**src/rtl/i2s_tx_24.sv**
```systemverilog
// I2S transmitter: serialises stereo sample pairs (Philips framing, one-bit delay)
// against an externally generated SCK/WS pair. Optional macro: I2S_TX_UNDERRUN_HOLD_EN.
module i2s_tx_24 #(
    parameter int DATA_W    = 24,
    parameter int SLOT_BITS = 32,
    parameter int CNT_W     = 16
) (
    input  logic              clk_i,
    input  logic              rst_i,
    input  logic              sck_i,
    input  logic              ws_i,
    input  logic [DATA_W-1:0] left_i,
    input  logic [DATA_W-1:0] right_i,
    input  logic              sample_valid_i,
    output logic              sample_ready_o,
    output logic              sd_o,
    output logic              frame_start_o,
    output logic              underrun_o,
    output logic [CNT_W-1:0]  underrun_cnt_o
);

    // state | meaning
    // SYNC  | waiting for the first real WS 1->0 transition, line idle
    // LEFT  | shifting out the left slot
    // RIGHT | shifting out the right slot
    typedef enum logic [1:0] {
        SYNC  = 2'd0,
        LEFT  = 2'd1,
        RIGHT = 2'd2
    } state_t;

    localparam int BC_W  = $clog2(SLOT_BITS);
    localparam int PAD_W = 2 ** BC_W;

    state_t            state, state_nxt;
    logic              sck_q, ws_q;
    logic              fall, ws_fall, ws_rise;
    logic              load, restart, accept;
    logic              hold_full;
    logic [DATA_W-1:0] hold_l, hold_r, act_l, act_r, chan;
    logic [BC_W-1:0]   bit_cnt;
    logic [PAD_W-1:0]  chan_pad;

    assign fall           = sck_q & ~sck_i;
    assign ws_fall        = ws_q & ~ws_i;
    assign ws_rise        = ~ws_q & ws_i;
    assign sample_ready_o = ~hold_full;
    assign accept         = sample_valid_i & ~hold_full;
    assign chan           = (state == RIGHT) ? act_r : act_l;

    // Bit-reversed, zero-padded channel word so bit_cnt indexes the slot directly.
    for (genvar g = 0; g < PAD_W; g++) begin : g_pad
        if (g < DATA_W) begin : g_bit
            assign chan_pad[g] = chan[DATA_W-1-g];
        end else begin : g_zero
            assign chan_pad[g] = 1'b0;
        end
    end

    always_ff @(posedge clk_i or posedge rst_i) begin
        if (rst_i) begin
            state <= SYNC;
        end else begin
            state <= state_nxt;
        end
    end

    always_comb begin
        state_nxt = state;
        load      = 1'b0;
        restart   = 1'b0;
        case (state)
            SYNC: begin
                if (fall && ws_fall) begin
                    load      = 1'b1;
                    restart   = 1'b1;
                    state_nxt = LEFT;
                end
            end
            LEFT: begin
                if (fall && ws_rise) begin
                    restart   = 1'b1;
                    state_nxt = RIGHT;
                end
            end
            RIGHT: begin
                if (fall && ws_fall) begin
                    load      = 1'b1;
                    restart   = 1'b1;
                    state_nxt = LEFT;
                end
            end
            default: state_nxt = SYNC;
        endcase
    end

    always_ff @(posedge clk_i or posedge rst_i) begin
        if (rst_i) begin
            sck_q          <= 1'b0;
            ws_q           <= 1'b0;
            sd_o           <= 1'b0;
            frame_start_o  <= 1'b0;
            underrun_o     <= 1'b0;
            underrun_cnt_o <= '0;
            hold_full      <= 1'b0;
            hold_l         <= '0;
            hold_r         <= '0;
            act_l          <= '0;
            act_r          <= '0;
            bit_cnt        <= '0;
        end else begin
            sck_q         <= sck_i;
            frame_start_o <= 1'b0;
            underrun_o    <= 1'b0;

            if (accept) begin
                hold_l    <= left_i;
                hold_r    <= right_i;
                hold_full <= 1'b1;
            end else if (load && hold_full) begin
                hold_full <= 1'b0;
            end

            if (fall) begin
                ws_q <= ws_i;
                if (restart) begin
                    bit_cnt <= '0;
                    sd_o    <= 1'b0;
                end else begin
                    if (bit_cnt != BC_W'(SLOT_BITS - 1)) begin
                        bit_cnt <= bit_cnt + 1'b1;
                    end
                    sd_o <= (state == SYNC) ? 1'b0 : chan_pad[bit_cnt];
                end
            end

            if (load) begin
                if (hold_full) begin
                    act_l         <= hold_l;
                    act_r         <= hold_r;
                    frame_start_o <= 1'b1;
                end else begin
                    underrun_o <= 1'b1;
                    if (underrun_cnt_o != {CNT_W{1'b1}}) begin
                        underrun_cnt_o <= underrun_cnt_o + 1'b1;
                    end
`ifndef I2S_TX_UNDERRUN_HOLD_EN
                    act_l <= '0;
                    act_r <= '0;
`endif
                end
            end
        end
    end

endmodule

```
**config.mk**
```make
export PLATFORM = sky130hd
export DESIGN_NAME = i2s_tx_24
export DESIGN_NICKNAME = d
export VERILOG_FILES = /design/src/rtl/i2s_tx_24.sv
export SDC_FILE = /design/constraint.sdc
export NUM_CORES = 1
export LEC_CHECK = 0
export ABC_CLOCK_PERIOD_IN_PS = 5040
export CAP_MARGIN = 20
export CELL_PAD_IN_SITES_DETAIL_PLACEMENT = 1
export CELL_PAD_IN_SITES_GLOBAL_PLACEMENT = 2
export CORE_UTILIZATION = 28
export DETAILED_ROUTE_END_ITERATION = 16
export PLACE_DENSITY = 0.65
export SLEW_MARGIN = 5
export SYNTH_ARGS = -nofsm -noshare
export SYNTH_HDL_FRONTEND = slang
export SYNTH_SLANG_ARGS = --single-unit
```
**constraint.sdc**
```tcl
create_clock -name clk_i -period 5.04 [get_ports clk_i]
set_clock_uncertainty 0.05 [all_clocks]
set_input_delay 0.504 -clock clk_i [delete_from_list [all_inputs] [get_ports clk_i]]
set_output_delay 0.504 -clock clk_i [all_outputs]
set_load 0.01 [all_outputs]
```
==> impl_metrics.json, run 1 <==
{
  "grt_use_total_pct": 14.22,
  "hold_viol_final": 0,
  "fin_crit_ns": 2.875,
  "rsz0062_at_grt": "no",
  "fin_ws_ns": 2.165,
  "path_cells": "clkdlybuf4s50_1, nor3b_1, nand2_2, buf_4, nor4b_2, nand3_1, nor2_1, xor2_1",
  "cp-start-kind": "input pin",
  "htreeDepth": 4,
  "ir_worst_vdd_v": 0.0002244,
  "grt_pass1_vias": 4051,
  "r2r_slack_ns": 2.28,
  "worstMarginPinSlew_ns": 0.6761,
  "core-area_um2": 18890,
  "netSwitchingFraction_pct": 29.82,
  "yosys_register_bits": 125,
  "synth_edf_count": 0,
  "cts_root_buffer": "clkbuf_16",
  "r2r-start": "ws_q",
  "postCtsSetupBuffers": 0,
  "ys_async_sr_fraction_pct": 100.0,
  "synth_top_area_share_pct": 57.52,
  "cp_max_fo": 76,
  "drt_iter0_drc": 171,
  "finalCritPeriodShare_pct": 57.05,
  "tns_ns": 0,
  "wire_per_inst_um": 15.60,
  "multi_input_area_um2": 2196,
  "r2r_end": "underrun_cnt_o[14]",
  "switchingPower_uw": 1073,
  "syn_inst": 479,
  "dieArea_um2": 19980,
  "nNetsFinal": 604,
  "worstSetupPathType": "input pin to register",
  "die_x_um": 141.4,
  "clkTransAtPathRegs_ns": 0.06,
  "max-slew-margin-rel_pct": 54.83,
  "synthFlopType": "dfrtp_1",
  "drive_above_1_share_pct": 17.68,
  "synthToLayoutAreaGrowth_pct": 27.89,
  "pwr-share-clk_pct": 31.0,
  "dp_slack_ns": 1.717,
  "hpwl_um": 8899,
  "cp-end-kind": "register",
  "cts_tree": "yes",
  "p_int_uw": 2525,
  "first_pass_iters": 4,
  "power_frac_comb_pct": 21.8,
  "status": "finished, final reports clean",
  "ant_nets": 0,
  "grt_pass1_wl_um": 21650,
  "syn_nets": 535,
  "r2r_cells": 7,
  "initial_utilization_pct": 28.78,
  "vias": 3761,
  "via_per_inst": 4.587,
  "final_common_cell": "dfrtp_1",
  "cp_num_buf_inv": 2,
  "io_pins": 73,
  "drc": 0,
  "clock_latency_ns": 0.42,
  "fillCellCount": 2080,
  "crit_required_ns": 5.34,
  "ys_types": 42,
  "rows": 50,
  "cts_resized": 0,
  "layout_common_cells": "124 x dfrtp_1, 111 x nand2_1, 72 x clkdlybuf4s50_1",
  "grt_max_degree": 77,
  "gp_congestion": 0.7276,
  "overflow": 0,
  "drt-total-wl_um": 12790,
  "path_delay_family": "simple AND/OR/NAND/NOR gates",
  "ys_warn_count": 0,
  "regArea_um2": 3129,
  "maxCapViolCount": 0,
  "port_buffers": 72,
  "ctsHoldBuffers": 0,
  "p_per_area_nw_per_um2": 517.3,
  "cts_sinks": 125,
  "power_leakage_uw": 0.003158,
  "seq_power_share_pct": 47.2,
  "netlist_area_um2": 5438,
  "clockBufferDepth": 2,
  "endpoint": "underrun_cnt_o[14]",
  "die-height_um": 141.4,
  "avgSynthCellArea_um2": 11.35,
  "worstHoldPathType": "register to register",
  "yosys.area.top_type": "dfrtp_1",
  "setup_viol": 0,
  "antennaDiodeCount": 0,
  "arrival_ns": 3.17,
  "startpoint": "ws_i",
  "drv_slew": 0,
  "numCtsBuffers": 17,
  "fmax_mhz": 347.8,
  "synthTopCellsByArea": "dfrtp_1 58%, mux2_2 10%, nand2_1 7.7%",
  "path_depth": 8,
  "hold_ws_ns": 0.4244,
  "cpPeakStageDelay_ns": 0.50,
  "slowest_stage": "clkdlybuf4s50_1",
  "antenna_found_initial": 0,
  "seq_area_frac_synth_pct": 57.52
}
[cells in the mapped netlist (all sizes together) (3+ instances only)]
master / count
a21oi: 3
a32o: 3
and3: 4
buf: 8
clkbuf: 19
dfrtp: 125
ha: 3
inv: 3
mux2: 49
mux2i: 14
mux4: 8
nand2: 112
nand2b: 4
nand3: 4
nand3b: 4
nand4: 4
nor2: 18
nor2b: 3
o21ai: 53
xnor2: 8
xor2: 10
[logic make-up after synthesis]
| group | Yosys count | synth area share [%] |
|---|---|---|
| adders and majority gates | 3 | 0.6904 |
| muxes | 71 | 16.18 |
| AOI/OAI and AO/OA | 67 | 6.857 |
| xor gates and xnor gates | 18 | 2.899 |
| and+or+nand+nor | 165 | 13.58 |
| DFF | 125 | 57.52 |
| buffers and inverters | 30 | 2.278 |
[how the worst min path moves through the flow]
| stage | start | end | slack [ns] | cells after the start |
|---|---|---|---|---|
| after detailed placement | act_l[5] | act_l[5] | 0.42 | 2 |
| after global placement | act_l[13] | act_l[13] | 0.41 | 2 |
| after floorplan | act_l[5] | act_l[5] | 0.39 | 2 |
| after CTS | act_l[5] | act_l[5] | 0.43 | 2 |
| final | act_l[5] | act_l[5] | 0.42 | 2 |
| after global routing | act_l[5] | act_l[5] | 0.45 | 2 |
[registers in the layout (all words and copies together), names as in the netlist, 2 cells and up]
| signal | count |
|---|---|
| act_l | 24 |
| act_r | 24 |
| bit_cnt | 5 |
| hold_l | 24 |
| hold_r | 24 |
| state | 2 |
| underrun_cnt_o | 16 |
[power by group through the flow]
stage	sequential [uW]	clock [uW]	combinational (uW)
after global routing	1770	1190	902
after detailed placement	1720	0	806
after floorplan	1580	0	638
final	1700	1120	783
after CTS	1710	1150	809
after global placement	1710	0	779
[per-layer routing]
metal / track usage [%] / share of wire [%] / vias up
met5: 0 / 0 / -
li1: - / - / 1791
met3: 3.915 / 3.6 / 16
met2: 22.30 / 48 / 61
met1: 18.52 / 47 / 1893
met4: 5.835 / 1.4 / 0
[cell type report]
cell class                 instances  area share [%]
clock buffer                      18           6.171
clock inverter                    13           1.475
inverter                           3          0.1979
multi-input combinational        324           31.58
sequential                       125           45.00
tap                              260           4.678
timing repair buffer              77           10.90
[metrics by stage]
step                power (uW)  instance area, um^2  cells  utilization, %
floorplan                 2218                 5438    479               -
CTS                       3670                 6954    820           36.81
detailed placement        2529                 6422    789           33.99
global placement          2492                 6422    789           33.99
global route              3857                 6954    820           36.81
finish                    3597                 6954    820           36.81
[tightest hold or removal path, delay by kind of cell (launching register included)]
| kind | cells | cell delay [ns] |
|---|---|---|
| AO/OA/AOI/OAI | 1 | 0.06 |
| flip-flops | 1 | 0.33 |
| AND/OR/NAND/NOR | 1 | 0.04 |
(Power assumes the default switching activity.)
==> run 2: changes to the inputs <==
--- a/config.mk
+++ b/config.mk
@@ -5,7 +5,7 @@
 export SDC_FILE = /design/constraint.sdc
 export NUM_CORES = 1
 export LEC_CHECK = 0
-export ABC_CLOCK_PERIOD_IN_PS = 5040
+export ABC_CLOCK_PERIOD_IN_PS = 3000
 export CAP_MARGIN = 20
 export CELL_PAD_IN_SITES_DETAIL_PLACEMENT = 1
 export CELL_PAD_IN_SITES_GLOBAL_PLACEMENT = 2
==> constraint.sdc (replaced) <==
create_clock -name clk_i -period 3 [get_ports clk_i]
set_clock_uncertainty 0.05 [all_clocks]
set_input_delay 0.3 -clock clk_i [delete_from_list [all_inputs] [get_ports clk_i]]
set_output_delay 0.3 -clock clk_i [all_outputs]
set_load 0.01 [all_outputs]
==> impl_metrics.json, run 2 (synthesized netlist as in run 1, its figures left out) <==
{
  "status": "finished, final reports clean",
  "p_per_area_nw_per_um2": 873.2,
  "maxCapViolCount": 0,
  "fmax_mhz": 411.6,
  "cp-end-kind": "register",
  "setup_viol": 0,
  "numCtsBuffers": 17,
  "clock_latency_ns": 0.42,
  "dieArea_um2": 19980,
  "r2r_slack_ns": 0.57,
  "antennaDiodeCount": 0,
  "fin_crit_ns": 2.430,
  "core-area_um2": 18890,
  "drt_iter0_drc": 149,
  "placed_area_um2": 6476,
  "layout_common_cells": "124 x dfrtp_1, 111 x nand2_1, 72 x clkdlybuf4s50_1",
  "cts_sinks": 125,
  "ctsHoldBuffers": 0,
  "drive_above_1_share_pct": 17.58,
  "finalInstanceArea_um2": 7043,
  "htreeDepth": 4,
  "postCtsSetupBuffers": 0,
  "vias": 3753,
  "cts_tree": "yes",
  "via_per_inst": 4.560,
  "max-slew-margin-rel_pct": 45.28,
  "rows": 50,
  "ir_worst_vdd_v": 0.0004309,
  "tns_ns": 0,
  "first_pass_iters": 4,
  "cts_resized": 0,
  "initial_utilization_pct": 28.78,
  "drc": 0,
  "hpwl_um": 9213,
  "ant_nets": 0,
  "antenna_found_initial": 0,
  "grt_use_total_pct": 14.18,
  "drv_slew": 0,
  "port_buffers": 72,
  "grt_max_degree": 68,
  "rsz0062_at_grt": "no",
  "cp_max_fo": 21,
  "io_pins": 73,
  "worstMarginPinSlew_ns": 0.8191,
  "multi_input_area_um2": 2196,
  "cts_root_buffer": "clkbuf_16",
  "die-height_um": 141.4,
  "gp_congestion": 0.7457,
  "crit_required_ns": 3.25,
  "finalCritPeriodShare_pct": 80.99,
  "wire_per_inst_um": 15.61,
  "grt_pass1_vias": 4163,
  "synthToLayoutAreaGrowth_pct": 29.52,
  "nNetsFinal": 606,
  "hold_viol_final": 0,
  "drt-total-wl_um": 12850,
  "grt_pass1_wl_um": 21680,
  "die_x_um": 141.4,
  "cp-start-kind": "register",
  "arrival_ns": 2.68,
  "clkTransAtPathRegs_ns": 0.06,
  "worstHoldPathType": "input pin to asynchronous set/reset pin",
  "final_common_cell": "dfrtp_1",
  "regArea_um2": 3129,
  "overflow": 0,
  "clockBufferDepth": 2,
  "power_leakage_uw": 0.003202,
  "worstSetupPathType": "register to register",
  "fillCellCount": 2088
}
run 2: final timing paths:
kind,start,end,cells after the start
worst min register to register,act_r[9],act_r[9],2
worst min-delay path,rst_i,hold_l[19],2
max in group asynchronous,rst_i,act_l[11],3
worst max-delay path,state[0],sd_o,5
min in group clk_i,sck_i,sck_q,1
worst max register to register,state[0],sd_o,5
run 2: per-layer routing:
layer,track usage (%),part of all wire [%],vias up
met5,0,0,-
met4,5.892,1.6,0
met3,3.409,3.3,17
met2,22.95,48,59
met1,18.15,47,1890
li1,-,-,1787
run 2: worst max-delay path, cell delays in order, from the launching register on:
cell      delay (ns)
dfrtp_1         0.40
nand2b_4        0.38
mux4_1          0.60
mux4_2          0.47
nand3b_1        0.17
a32o_1          0.22
run 2: final cells by class:
type | count | area share [%]
well taps | 260 | 4.619
flip-flops and latches | 125 | 44.43
clock buffers | 26 | 7.230
clock inverters | 6 | 0.8172
repair buffers | 79 | 11.51
multi-input cells | 324 | 31.18
inverters | 3 | 0.2132
run 2: per-stage QoR:
step	instances	util [%]	setup slack, ns	total power [uW]	hold WS, ns
final	823	37.28	0.5704	6150	0.3386
after global routing	823	37.28	0.4532	6567	0.3495
after CTS	823	37.28	0.5389	6270	0.3314
after detailed placement	791	34.28	0.4305	4274	0.4227
after global placement	791	34.28	0.5334	4193	0.4174
after floorplan	479	-	0.8560	3726	0.2814
run 2: power by group:
part / internal [uW] / switching [uW]
Combinational: 768 / 552
Clock: 1240 / 720
Sequential: 2360 / 504
==> run 3: changes to the inputs <==
--- a/config.mk
+++ b/config.mk
@@ -5,13 +5,13 @@
 export SDC_FILE = /design/constraint.sdc
 export NUM_CORES = 1
 export LEC_CHECK = 0
-export ABC_CLOCK_PERIOD_IN_PS = 3000
+export ABC_CLOCK_PERIOD_IN_PS = 2100
 export CAP_MARGIN = 20
 export CELL_PAD_IN_SITES_DETAIL_PLACEMENT = 1
 export CELL_PAD_IN_SITES_GLOBAL_PLACEMENT = 2
 export CORE_UTILIZATION = 28
 export DETAILED_ROUTE_END_ITERATION = 16
-export PLACE_DENSITY = 0.65
+export PLACE_DENSITY = 0.67
 export SLEW_MARGIN = 5
 export SYNTH_ARGS = -nofsm -noshare
 export SYNTH_HDL_FRONTEND = slang
==> constraint.sdc (replaced) <==
create_clock -name clk_i -period 2.1 [get_ports clk_i]
set_clock_uncertainty 0.05 [all_clocks]
set_input_delay 0.21 -clock clk_i [delete_from_list [all_inputs] [get_ports clk_i]]
set_output_delay 0.21 -clock clk_i [all_outputs]
set_load 0.01 [all_outputs]
==> impl_metrics.json, run 3 (synthesized netlist as in run 1, its figures left out) <==
{
  "status": "finished with violations",
  "violations": "negative setup slack",
  "cp-end-kind": "register",
  "cts_sinks": 125,
  "crit_required_ns": 2.35,
  "cts_root_buffer": "clkbuf_16",
  "via_per_inst": 4.485,
  "drt-total-wl_um": 12630,
  "final_common_cell": "dfrtp_1",
  "fin_cells": 841,
  "seq_power_share_pct": 44.7,
  "gp_congestion": 0.7649,
  "overflow": 0,
  "path_common_cell": "mux4_2",
  "pwr-share-clk_pct": 32.7,
  "worstSetupPathType": "register to register",
  "clock_latency_ns": 0.42,
  "finalInstanceArea_um2": 7239,
  "netSwitchingFraction_pct": 28.23,
  "vias": 3772,
  "die-height_um": 141.4,
  "antenna_found_initial": 0,
  "ir_worst_vdd_v": 0.0006332,
  "dieArea_um2": 19980,
  "htreeDepth": 4,
  "r2r_cells": 5,
  "cp_max_fo": 6,
  "drive_above_1_share_pct": 20.83,
  "layout_common_cells": "124 x dfrtp_1, 111 x nand2_1, 72 x clkdlybuf4s50_1",
  "p_int_uw": 6499,
  "maxUsedRoutingLayer": "met4",
  "cp-start-kind": "register",
  "wire_per_inst_um": 15.02,
  "r2r_end": "sd_o",
  "tns_ns": -0.01012,
  "placed_area_um2": 6639,
  "hpwl_um": 9027,
  "place_inst": 811,
  "initial_utilization_pct": 28.78,
  "nNetsFinal": 626,
  "rsz0062_at_grt": "yes",
  "slowest_stage": "mux4_2",
  "io_pins": 73,
  "setup_viol": 1,
  "routedLengthMet1_um": 5940,
  "port_buffers": 72,
  "die_x_um": 141.4,
  "first_pass_iters": 4,
  "grt_pass1_vias": 4140,
  "hold_viol_final": 0,
  "worstHoldPathType": "input pin to asynchronous set/reset pin",
  "max-slew-margin-rel_pct": 68.05,
  "ctsHoldBuffers": 0,
  "power_uw": 9056,
  "power_frac_comb_pct": 22.6,
  "clockBufferDepth": 2,
  "rows": 50,
  "grt_max_degree": 73,
  "maxCapViolCount": 0,
  "drt_iter0_drc": 192,
  "final_core_util_pct": 38.32,
  "fin_crit_ns": 2.110,
  "fin_ws_ns": -0.01012,
  "switchingPower_uw": 2557,
  "cpPeakStageDelay_ns": 0.52,
  "wl_met3_um": 420,
  "ant_nets": 0,
  "r2r_slack_ns": -0.01,
  "drc": 0,
  "grt_use_total_pct": 14.18,
  "path_cells": "nand2b_4, mux4_2, mux4_2, nand3b_1, a32o_1",
  "cts_tree": "yes",
  "fillCellCount": 2076,
  "clkTransAtPathRegs_ns": 0.05,
  "grt_pass1_wl_um": 21460,
  "numCtsBuffers": 17,
  "core-area_um2": 18890,
  "finalCritPeriodShare_pct": 100.5,
  "worstMarginPinSlew_ns": 0.4749,
  "antennaDiodeCount": 0,
  "arrival_ns": 2.36,
  "drv_slew": 0,
  "r2r-start": "state[1]",
  "fmax_mhz": 473.9,
  "wl_met2_um": 6090,
  "p_per_area_nw_per_um2": 1251,
  "postCtsSetupBuffers": 0,
  "synthToLayoutAreaGrowth_pct": 33.13,
  "power_leakage_uw": 0.003302
}
==> run 3: cell types whose count changed in the layout (fill, tap and decap cells not counted), sizes merged <==
cell and change:
buf +20, clkbuf -3, bufinv +2, clkinv -1
==> run 3: timing repair <==
item                                    4_1_cts  5_1_grt
pin swaps                                     0        1
endpoints found under the setup margin        1        7
gates resized for setup                       3        2
==> run 3: critical path: cells and delay by family, from the launching register on <==
kind | cells | cell delay, ns
multiplexers | 2 | 0.99
flip-flops | 1 | 0.41
AND/OR/NAND/NOR | 2 | 0.32
AO/OA/AOI/OAI | 1 | 0.23
==> run 3: area by class of cell <==
class | instances | area [um^2] | area share [%]
clock inverters | 7 | 112.6 | 1.555
multi-input cells | 324 | 2202 | 30.42
repair buffers | 99 | 977.2 | 13.50
flip-flops and latches | 125 | 3129 | 43.23
well taps | 260 | 325.3 | 4.494
inverters | 3 | 15.01 | 0.2074
clock buffers | 23 | 478.0 | 6.602
==> run 3: power groups by stage <==
stage / registers (uW) / clock network (uW) / logic (uW)
global route: 4200 / 3150 / 2360
CTS: 4070 / 3060 / 2100
detailed placement: 4100 / 0 / 2080
floorplan: 3790 / 0 / 1530
finish: 4050 / 2960 / 2050
global placement: 4070 / 0 / 2010
==> run 3: per-stage QoR <==
| step | setup WS (ns) | hold slack (ns) |
|---|---|---|
| finish | -0.01012 | 0.1932 |
| global route | -0.08876 | 0.2253 |
| CTS | -0.02725 | 0.1895 |
| detailed placement | -0.09392 | 0.4246 |
| global placement | -0.03559 | 0.4171 |
| floorplan | -0.03437 | 0.1914 |
==> run 3: worst max-delay path by stage <==
| stage | depth (start not counted) | endpoint | from | slack, ns |
|---|---|---|---|---|
| final | 5 | sd_o | state[1] | -0.01 |
| after global routing | 5 | sd_o | state[0] | -0.09 |
| after CTS | 5 | sd_o | state[1] | -0.03 |
| after detailed placement | 7 | underrun_cnt_o[13] | ws_i | -0.09 |
| after global placement | 7 | underrun_cnt_o[13] | ws_i | -0.04 |
| after floorplan | 6 | sd_o | state[0] | -0.03 |
==> run 3: layer usage <==
layer / track usage (%) / vias up
li1: - / 1821
met1: 18.01 / 1874
met2: 22.51 / 61
met3: 4.455 / 16
met4: 5.492 / 0
met5: 0 / -
